==> src/rtl/vector_test_sequencer.sv <==
// Self-test controller that sweeps every input of a small combinational function, compares each
// response with a golden truth table, and reports an error count, the first failing vector and a verdict.
module vector_test_sequencer #(
  parameter int unsigned           N_IN     = 4,
  parameter logic [(1<<N_IN)-1:0]  EXPECTED = 16'h0000,
  parameter int unsigned           SETTLE   = 1
) (
  input  logic              clk,
  input  logic              reset_n,
  input  logic              start,
  output logic [N_IN-1:0]   dut_in,
  input  logic              dut_y,
  output logic              busy,
  output logic              done,
  output logic              pass,
  output logic [N_IN:0]     errors,
  output logic              fail_valid,
  output logic [N_IN-1:0]   fail_vec
);

  localparam logic [3:0] SettleCnt = 4'(SETTLE);

  typedef enum logic [1:0] {StIdle, StSettle, StCheck, StDone} state_e;

  state_e          state_q;
  logic [N_IN-1:0] idx_q;
  logic [3:0]      cnt_q;
  logic [N_IN:0]   errors_q;
  logic            fail_valid_q;
  logic [N_IN-1:0] fail_vec_q;
  logic            busy_q;
  logic            done_q;
  logic            pass_q;
  logic            mismatch;
  logic            last_vec;

  assign mismatch = (dut_y != EXPECTED[idx_q]);
  assign last_vec = &idx_q;

  always_ff @(posedge clk) begin
    if (!reset_n) begin
      state_q      <= StIdle;
      idx_q        <= '0;
      cnt_q        <= '0;
      errors_q     <= '0;
      fail_valid_q <= 1'b0;
      fail_vec_q   <= '0;
      busy_q       <= 1'b0;
      done_q       <= 1'b0;
      pass_q       <= 1'b0;
    end else begin
      unique case (state_q)
        StIdle, StDone: begin
          // A start from DONE discards the previous run's results.
          if (start) begin
            state_q      <= StSettle;
            idx_q        <= '0;
            cnt_q        <= SettleCnt;
            errors_q     <= '0;
            fail_valid_q <= 1'b0;
            fail_vec_q   <= '0;
            busy_q       <= 1'b1;
            done_q       <= 1'b0;
            pass_q       <= 1'b0;
          end
        end
        StSettle: begin
          if (cnt_q != 4'd0) begin
            cnt_q <= cnt_q - 4'd1;
          end else begin
            state_q <= StCheck;
          end
        end
        StCheck: begin
          if (mismatch) begin
            errors_q <= errors_q + (N_IN+1)'(1);
            if (!fail_valid_q) begin
              fail_valid_q <= 1'b1;
              fail_vec_q   <= idx_q;
            end
          end
          // Stop at the last vector rather than letting idx wrap back to 0.
          if (last_vec) begin
            state_q <= StDone;
            busy_q  <= 1'b0;
            done_q  <= 1'b1;
            pass_q  <= (errors_q == '0) && !mismatch;
          end else begin
            state_q <= StSettle;
            idx_q   <= idx_q + N_IN'(1);
            cnt_q   <= SettleCnt;
          end
        end
        default: state_q <= StIdle;
      endcase
    end
  end

  assign dut_in     = idx_q;
  assign busy       = busy_q;
  assign done       = done_q;
  assign pass       = pass_q;
  assign errors     = errors_q;
  assign fail_valid = fail_valid_q;
  assign fail_vec   = fail_vec_q;

endmodule

==> config.mk <==
export PLATFORM = sky130hd
export DESIGN_NAME = vector_test_sequencer
export DESIGN_NICKNAME = d
export VERILOG_FILES = /design/src/rtl/vector_test_sequencer.sv
export SDC_FILE = /design/constraint.sdc
export NUM_CORES = 1
export LEC_CHECK = 0
export CORE_MARGIN = 10
export CORE_UTILIZATION = 47
export DETAILED_ROUTE_END_ITERATION = 12
export GPL_ROUTABILITY_DRIVEN = 0
export PLACE_DENSITY_LB_ADDON = 0.15
export SLEW_MARGIN = 30
export SYNTH_ARGS = -nofsm -noshare
export SYNTH_HDL_FRONTEND = slang
export SYNTH_SLANG_ARGS = --single-unit
==> constraint.sdc <==
create_clock -name clk -period 1.7 [get_ports clk]
set_input_delay 0.255 -clock clk [delete_from_list [all_inputs] [get_ports clk]]
set_output_delay 0.255 -clock clk [all_outputs]
set_load 0.01 [all_outputs]
==> results of run 1 <==
-- stage by stage --
| step | power [mW] | setup WS, ns | std cells |
|---|---|---|---|
| 5_1_grt | 1.844 | 0.00009281 | 209 |
| 2_1_floorplan | 1.148 | 0.02002 | 149 |
| 3_3_place_gp | 1.363 | -0.002343 | 204 |
| 4_1_cts | 1.681 | 0.01394 | 208 |
| 3_5_place_dp | 1.389 | -0.04184 | 204 |
| 6_report | 1.689 | 0.04047 | 209 |
-- registers in the layout, summed over array words and instances (netlist names), 2 cells and up --
name / flops
dut_in: 4
fail_vec: 4
cnt_q: 4
errors: 5
state_q: 2
-- per-layer routing --
metal  up-vias  part of all wire [%]  global-route usage, %  wire length, um
met4         0                   1.2                  4.430               35
li1        582                     -                      -                -
met2        15                    48                  19.73             1343
met1       524                    46                  13.38             1289
met5         -                     0                      0                0
met3         4                   4.9                  3.401              137
-- cell families after synthesis --
logic type,share of synthesized area (%)
adders and majority gates,8.704
muxes,7.350
DFF,35.59
buffers and inverters,3.868
xor gates and xnor gates,1.354
AOI/OAI and AO/OA,15.28
and+or+nand+nor,27.85
-- area by class of cell --
type                            instances  area, sq um
Sequential cell                        23        465.4
Tap cell                               30        37.54
Timing Repair Buffer                   31        282.8
Multi-Input combinational cell        113        804.5
Clock buffer                            3        22.52
Inverter                                8        30.03
Clock inverter                          1        5.005
Fill cell                             222        897.1
-- layout by cell type (no fill, tap or decap), types with 2 or more instances in the layout --
cell	instances
and2_1	5
mux2i_1	7
o21ai_0	6
nor2_1	8
nand3_1	8
clkdlybuf4s50_1	20
o211a_1	2
dfxtp_2	4
inv_1	7
a21boi_0	5
dfxtp_1	19
nor3b_1	2
clkbuf_4	3
nand2b_1	4
a21oi_1	4
ha_1	7
a32o_1	2
nand2_1	16
nor2b_1	9
nor3_1	2
buf_4	11
nand4_1	5
a21oi_4	2
-- where the power goes --
part	leakage (nW)	internal (mW)	switching (mW)
logic	0.426	0.384	0.404
registers	0.188	0.597	0.0462
clock network	0.0177	0.0881	0.170
-- worst max path at each step --
stage	slack (ns)	endpoint	start	depth (start not counted)
detailed placement	-0.04	errors[4]$_SDFFE_PN0P_	start	6
CTS	0.01	cnt_q[1]$_SDFFE_PN0P_	state_q[1]$_SDFFE_PN0P_	7
finish	0.04	dut_in[2]	dut_in[2]$_SDFFE_PN0P_	1
global route	0.00009	dut_in[2]	dut_in[2]$_SDFFE_PN0P_	1
floorplan	0.02	errors[0]$_SDFFE_PN0P_	state_q[0]$_SDFFE_PN0P_	6
global placement	-0.002	errors[4]$_SDFFE_PN0P_	start	6
-- repair_timing --
action	4_1_cts	5_1_grt
pin swaps	0	1
setup buffers	0	1
gates resized for setup	2	7
setup endpoints to repair	1	15
==> metrics.txt, run 1 <==
initial antenna violation count=0; Post-route DRC=0; Ports=21; post-synthesis register bit count=23; Clock Latency Late Sink=0.32 ns; Chip Height=72.47 um; WL/cell=13.43 um; clock skew=0.01028 ns; r2r setup slk=0.08 ns; Max Cap Violations=0; CP max-delay cell=clkdlybuf4s50_1; run status=finished, final reports clean; Tightest Hold Check Type=reg -> reg; crit-path max FO=7; chip width=72.47 um; IO Port Bufs=20; post-placement cell area=0.001587 sq mm; final hold vios=0; Synth top area share=35.59%; grt ovf=0; Die ar.=0.005251 sq mm; FF-to-FF Start=state_q[0]$_SDFFE_PN0P_; initial cell density of the core=50.84%; Worst path max stage delay=0.59 ns; P_leak=0.6317 nW; # hold bufs at CTS=0; Synth Cell Area=0.001294 sq mm; fin crit period=1.660 ns; relative slew slack=73.97%; Buf/Inv on CP=1; Cell Chain, Critical Path=clkdlybuf4s50_1; clk root buf=clkbuf_4; first-pass GRT wire length=5.112 mm; Global Route Usage Sum=11.61%; via count=1125; Main synth FF type=dfxtp_1; largest net degree at the start of global routing=14; DR pass1 iterations=4; Crit. End Element=output pin; Routed Antenna Nets=0; Area contributors post-synth=dfxtp_1, ha_1, mux2i_1; WHS Endpoint=pass$_SDFFE_PN0P_; DRT Wirelength=2.806 mm; EDFF count, synth=0; RSZ-0062 raised after global routing=false; Max VDD drop=0.7939 mV; Reg2Reg Depth=7; final core utilization=64.75%; Seq/Total Area, Yosys=35.59%; Post-synth ARST share=0%; TritonCTS Buffers=3; WHS Path Cells=2; Crit Path Class=reg -> out; row count=18; Core Region=0.002545 sq mm; RR Endpoint=errors[4]$_SDFFE_PN0P_; arrival time worst endpoint=1.40 ns; most common cell in the netlist=dfxtp_1; Syn Nets=162; CP top delay family=buffers and inverters; Syn Inst Count=149; Cell Pwr Density=1025 mW/mm^2; Max Root-Sink Buffers=2; clk sinks=23; fmax=0.6026 GHz; Ys Warns=0; setup tns final=0 ns; Synth Area per Inst=8.683 sq um; H-tree Lvls=1; Ant. Diodes=0; layout cell share with drive strength beyond 1=16.20%; Synth cell types=36; hold_ws=0.4683 ns; Required @ worst endpoint=1.44 ns; largest area contributor in the netlist=dfxtp_1; Worst-path clk slew=0.13 ns; final setup fails=0; hold_sp=pass$_SDFFE_PN0P_; Detailed Place HPWL=2.177 mm; CTS tree=done; Final Cell Area=0.001648 sq mm; Pins Over Slew Limit=0; Worst Setup Start Kind=flip-flop; slew at the pin with the worst max-slew slack=0.3892 ns; area delta synth->final=27.37%; synth cell count leaders=dfxtp_1, nand2_1, ha_1, nor2b_1; drt initial violations=75; Via density=5.383; fin crit share=97.62%; nets=193; vias in the first global route=1146
Power figures use the tool's default switching activity.
==> run 2: changes to the inputs <==
CORE_UTILIZATION = 56   (was 47)
SLEW_MARGIN = default   (was 30)
clock period = 2 ns   (was 1.7 ns; I/O delays follow)
==> run 2 against run 1 <==
Sequential power is 15% lower. Hold slack better by 0.0044 ns. Clock skew is 0.0053 ns lower. Count of clock-buffer cells in the layout stayed put. Utilization is 5.4 points higher. Final cell count is 5.3% lower. Register-to-register slack better by 0.04 ns. Flip-flop and latch count stayed put. Critical endpoint is now errors[1]$_SDFFE_PN0P_. Largest cell class unchanged.
==> metrics.txt, run 2 (synthesis gave the netlist of run 1 again) <==
IO Port Bufs=20 (unchanged); Routed Antenna Nets=0 (unchanged); commonest non-fill, non-tap cell in the layout=dfxtp_1; Tightest Hold Check Type=reg -> reg; post-CTS sizing=0 (-2); row count=17 (-1); Ports=21 (unchanged); vias in the first global route=1100 (-4.0%); Setup crit start=state_q[0]$_SDFFE_PN0P_; crit-path max FO=7 (unchanged); run status=finished, final reports clean; Crit Path Class=reg -> reg; Max VDD drop=0.5931 mV (-25%); final core utilization=70.14% (+5.4 points); Chip Height=68.07 um (-6.1%); clk root buf=clkbuf_4; first-pass GRT wire length=4.719 mm (-7.7%); initial antenna violation count=0 (unchanged); WL/cell=13.74 um (+2.3%); final hold vios=0 (unchanged); drt initial violations=78 (+4.0%); Required @ worst endpoint=2.23 ns (+0.79 ns); P_leak=0.5893 nW (-6.7%); RR Endpoint=errors[1]$_SDFFE_PN0P_; chip width=68.07 um (-6.1%); Post-route DRC=0 (unchanged); pre-CTS WS=0.1537 ns (+0.1955 ns); Cell Pwr Density=845.1 mW/mm^2 (-18%); via count=1111 (-1.2%); largest net degree at the start of global routing=29 (+15); DR pass1 iterations=4 (unchanged); Crit. End Element=flip-flop; fin crit period=1.875 ns; number of flip-flops in the largest register=5 (unchanged); Post-CTS Setup Bufs=0 (unchanged); CTS tree=done; Worst-path clk slew=0.13 ns (about the same); area delta synth->final=19.92%; TritonCTS Buffers=3 (unchanged); Via density=5.611 (+4.2%); Ant. Diodes=0 (unchanged); H-tree Lvls=1 (unchanged); RSZ-0062 raised after global routing=false; layout cell share with drive strength beyond 1=6.471% (-9.7 points); PnR worst setup slack=0.1250 ns (+0.08452 ns); Core Region=0.002212 sq mm (-13%); Reg2Reg Depth=6 (-1); Max Root-Sink Buffers=2 (unchanged); hold_sp=pass$_SDFFE_PN0P_; most frequent cells in the layout=dfxtp_1, clkdlybuf4s50_1, nand2_1, nor2b_1, ha_1; r2r setup slk=0.12 ns (+0.04 ns); clock skew=0.004939 ns (-0.005341 ns); Global Route Usage Sum=12.60% (+0.98 points); DRT Wirelength=2.720 mm (-3.1%); Worst Setup Start Kind=flip-flop; arrival time worst endpoint=2.11 ns (+0.71 ns); WHS Endpoint=pass$_SDFFE_PN0P_; # hold bufs at CTS=0 (unchanged); relative slew slack=69.09% (-4.9 points); initial cell density of the core=58.48% (+7.6 points); Die ar.=0.004633 sq mm (-12%); fmax=0.5333 GHz; fin crit share=93.75%; Clock Latency Late Sink=0.31 ns (about the same); Detailed Place HPWL=2.087 mm (-4.1%); grt ovf=0 (unchanged); clk sinks=23 (unchanged); nets=184 (-4.7%); Max Cap Violations=0 (unchanged); setup tns final=0 ns (unchanged); FF-to-FF Start=state_q[0]$_SDFFE_PN0P_; slew at the pin with the worst max-slew slack=0.4546 ns (+0.06536 ns); Pins Over Slew Limit=0 (unchanged); WHS Path Cells=2 (unchanged); final setup fails=0 (unchanged)
-- run 2: cell types whose count changed in the layout (fill, tap and decap cells not counted), moves of 2 or more --
cell | previous run | this run
dfxtp_1 | 19 | 23
ha_1 | 7 | 9
dfxtp_2 | 4 | 0
buf_4 | 11 | 2
-- run 2: worst max-delay path, cell delays in order, from the launching register on --
cell and delay, ns:
dfxtp_1 0.40, inv_1 0.08, ha_1 0.40, mux2i_2 0.47
a21oi_4 0.11, nand2b_1 0.17, a21boi_0 0.17
-- run 2: final cells by class --
class	count	area (sq um)
clock buffers	3	22.52
flip-flops and latches	23	460.4
fillers	178	660.6
clock inverters	1	5.005
multi-input cells	113	783.3
inverters	8	30.03
well taps	28	35.03
repair buffers	22	215.2
-- run 2: worst max-delay path by stage --
stage	end	slack, ns	cells after the start
2_1_floorplan	errors[0]$_SDFFE_PN0P_	0.32	6
3_3_place_gp	errors[0]$_SDFFE_PN0P_	0.24	6
3_5_place_dp	errors[1]$_SDFFE_PN0P_	0.15	6
4_1_cts	errors[1]$_SDFFE_PN0P_	0.13	6
5_1_grt	errors[1]$_SDFFE_PN0P_	0.02	6
6_report	errors[1]$_SDFFE_PN0P_	0.12	6
-- run 2: per-stage QoR --
step	std cells	power (mW)	hold slack [ns]	instance area, sq um
floorplan	149	0.9755	0.4690	1294
global placement	194	1.075	0.4503	1524
detailed placement	194	1.103	0.4573	1524
CTS	198	1.321	0.4779	1551
global route	198	1.400	0.4959	1551
finish	198	1.311	0.4727	1551
-- run 2: per-layer routing --
metal  up-vias  track usage (%)  share of wire [%]
met5         -                0                  0
met4         0            4.020               0.85
met3         4            2.610                5.7
met2        24            21.51                 50
met1       519            15.41                 43
li1        564                -                  -
-- run 2: power breakdown --
part           switching, mW  internal (mW)  total, mW
Combinational          0.311          0.240      0.551
Clock                  0.139         0.0747      0.214
Sequential            0.0435          0.502      0.546
Total                  0.494          0.817       1.31
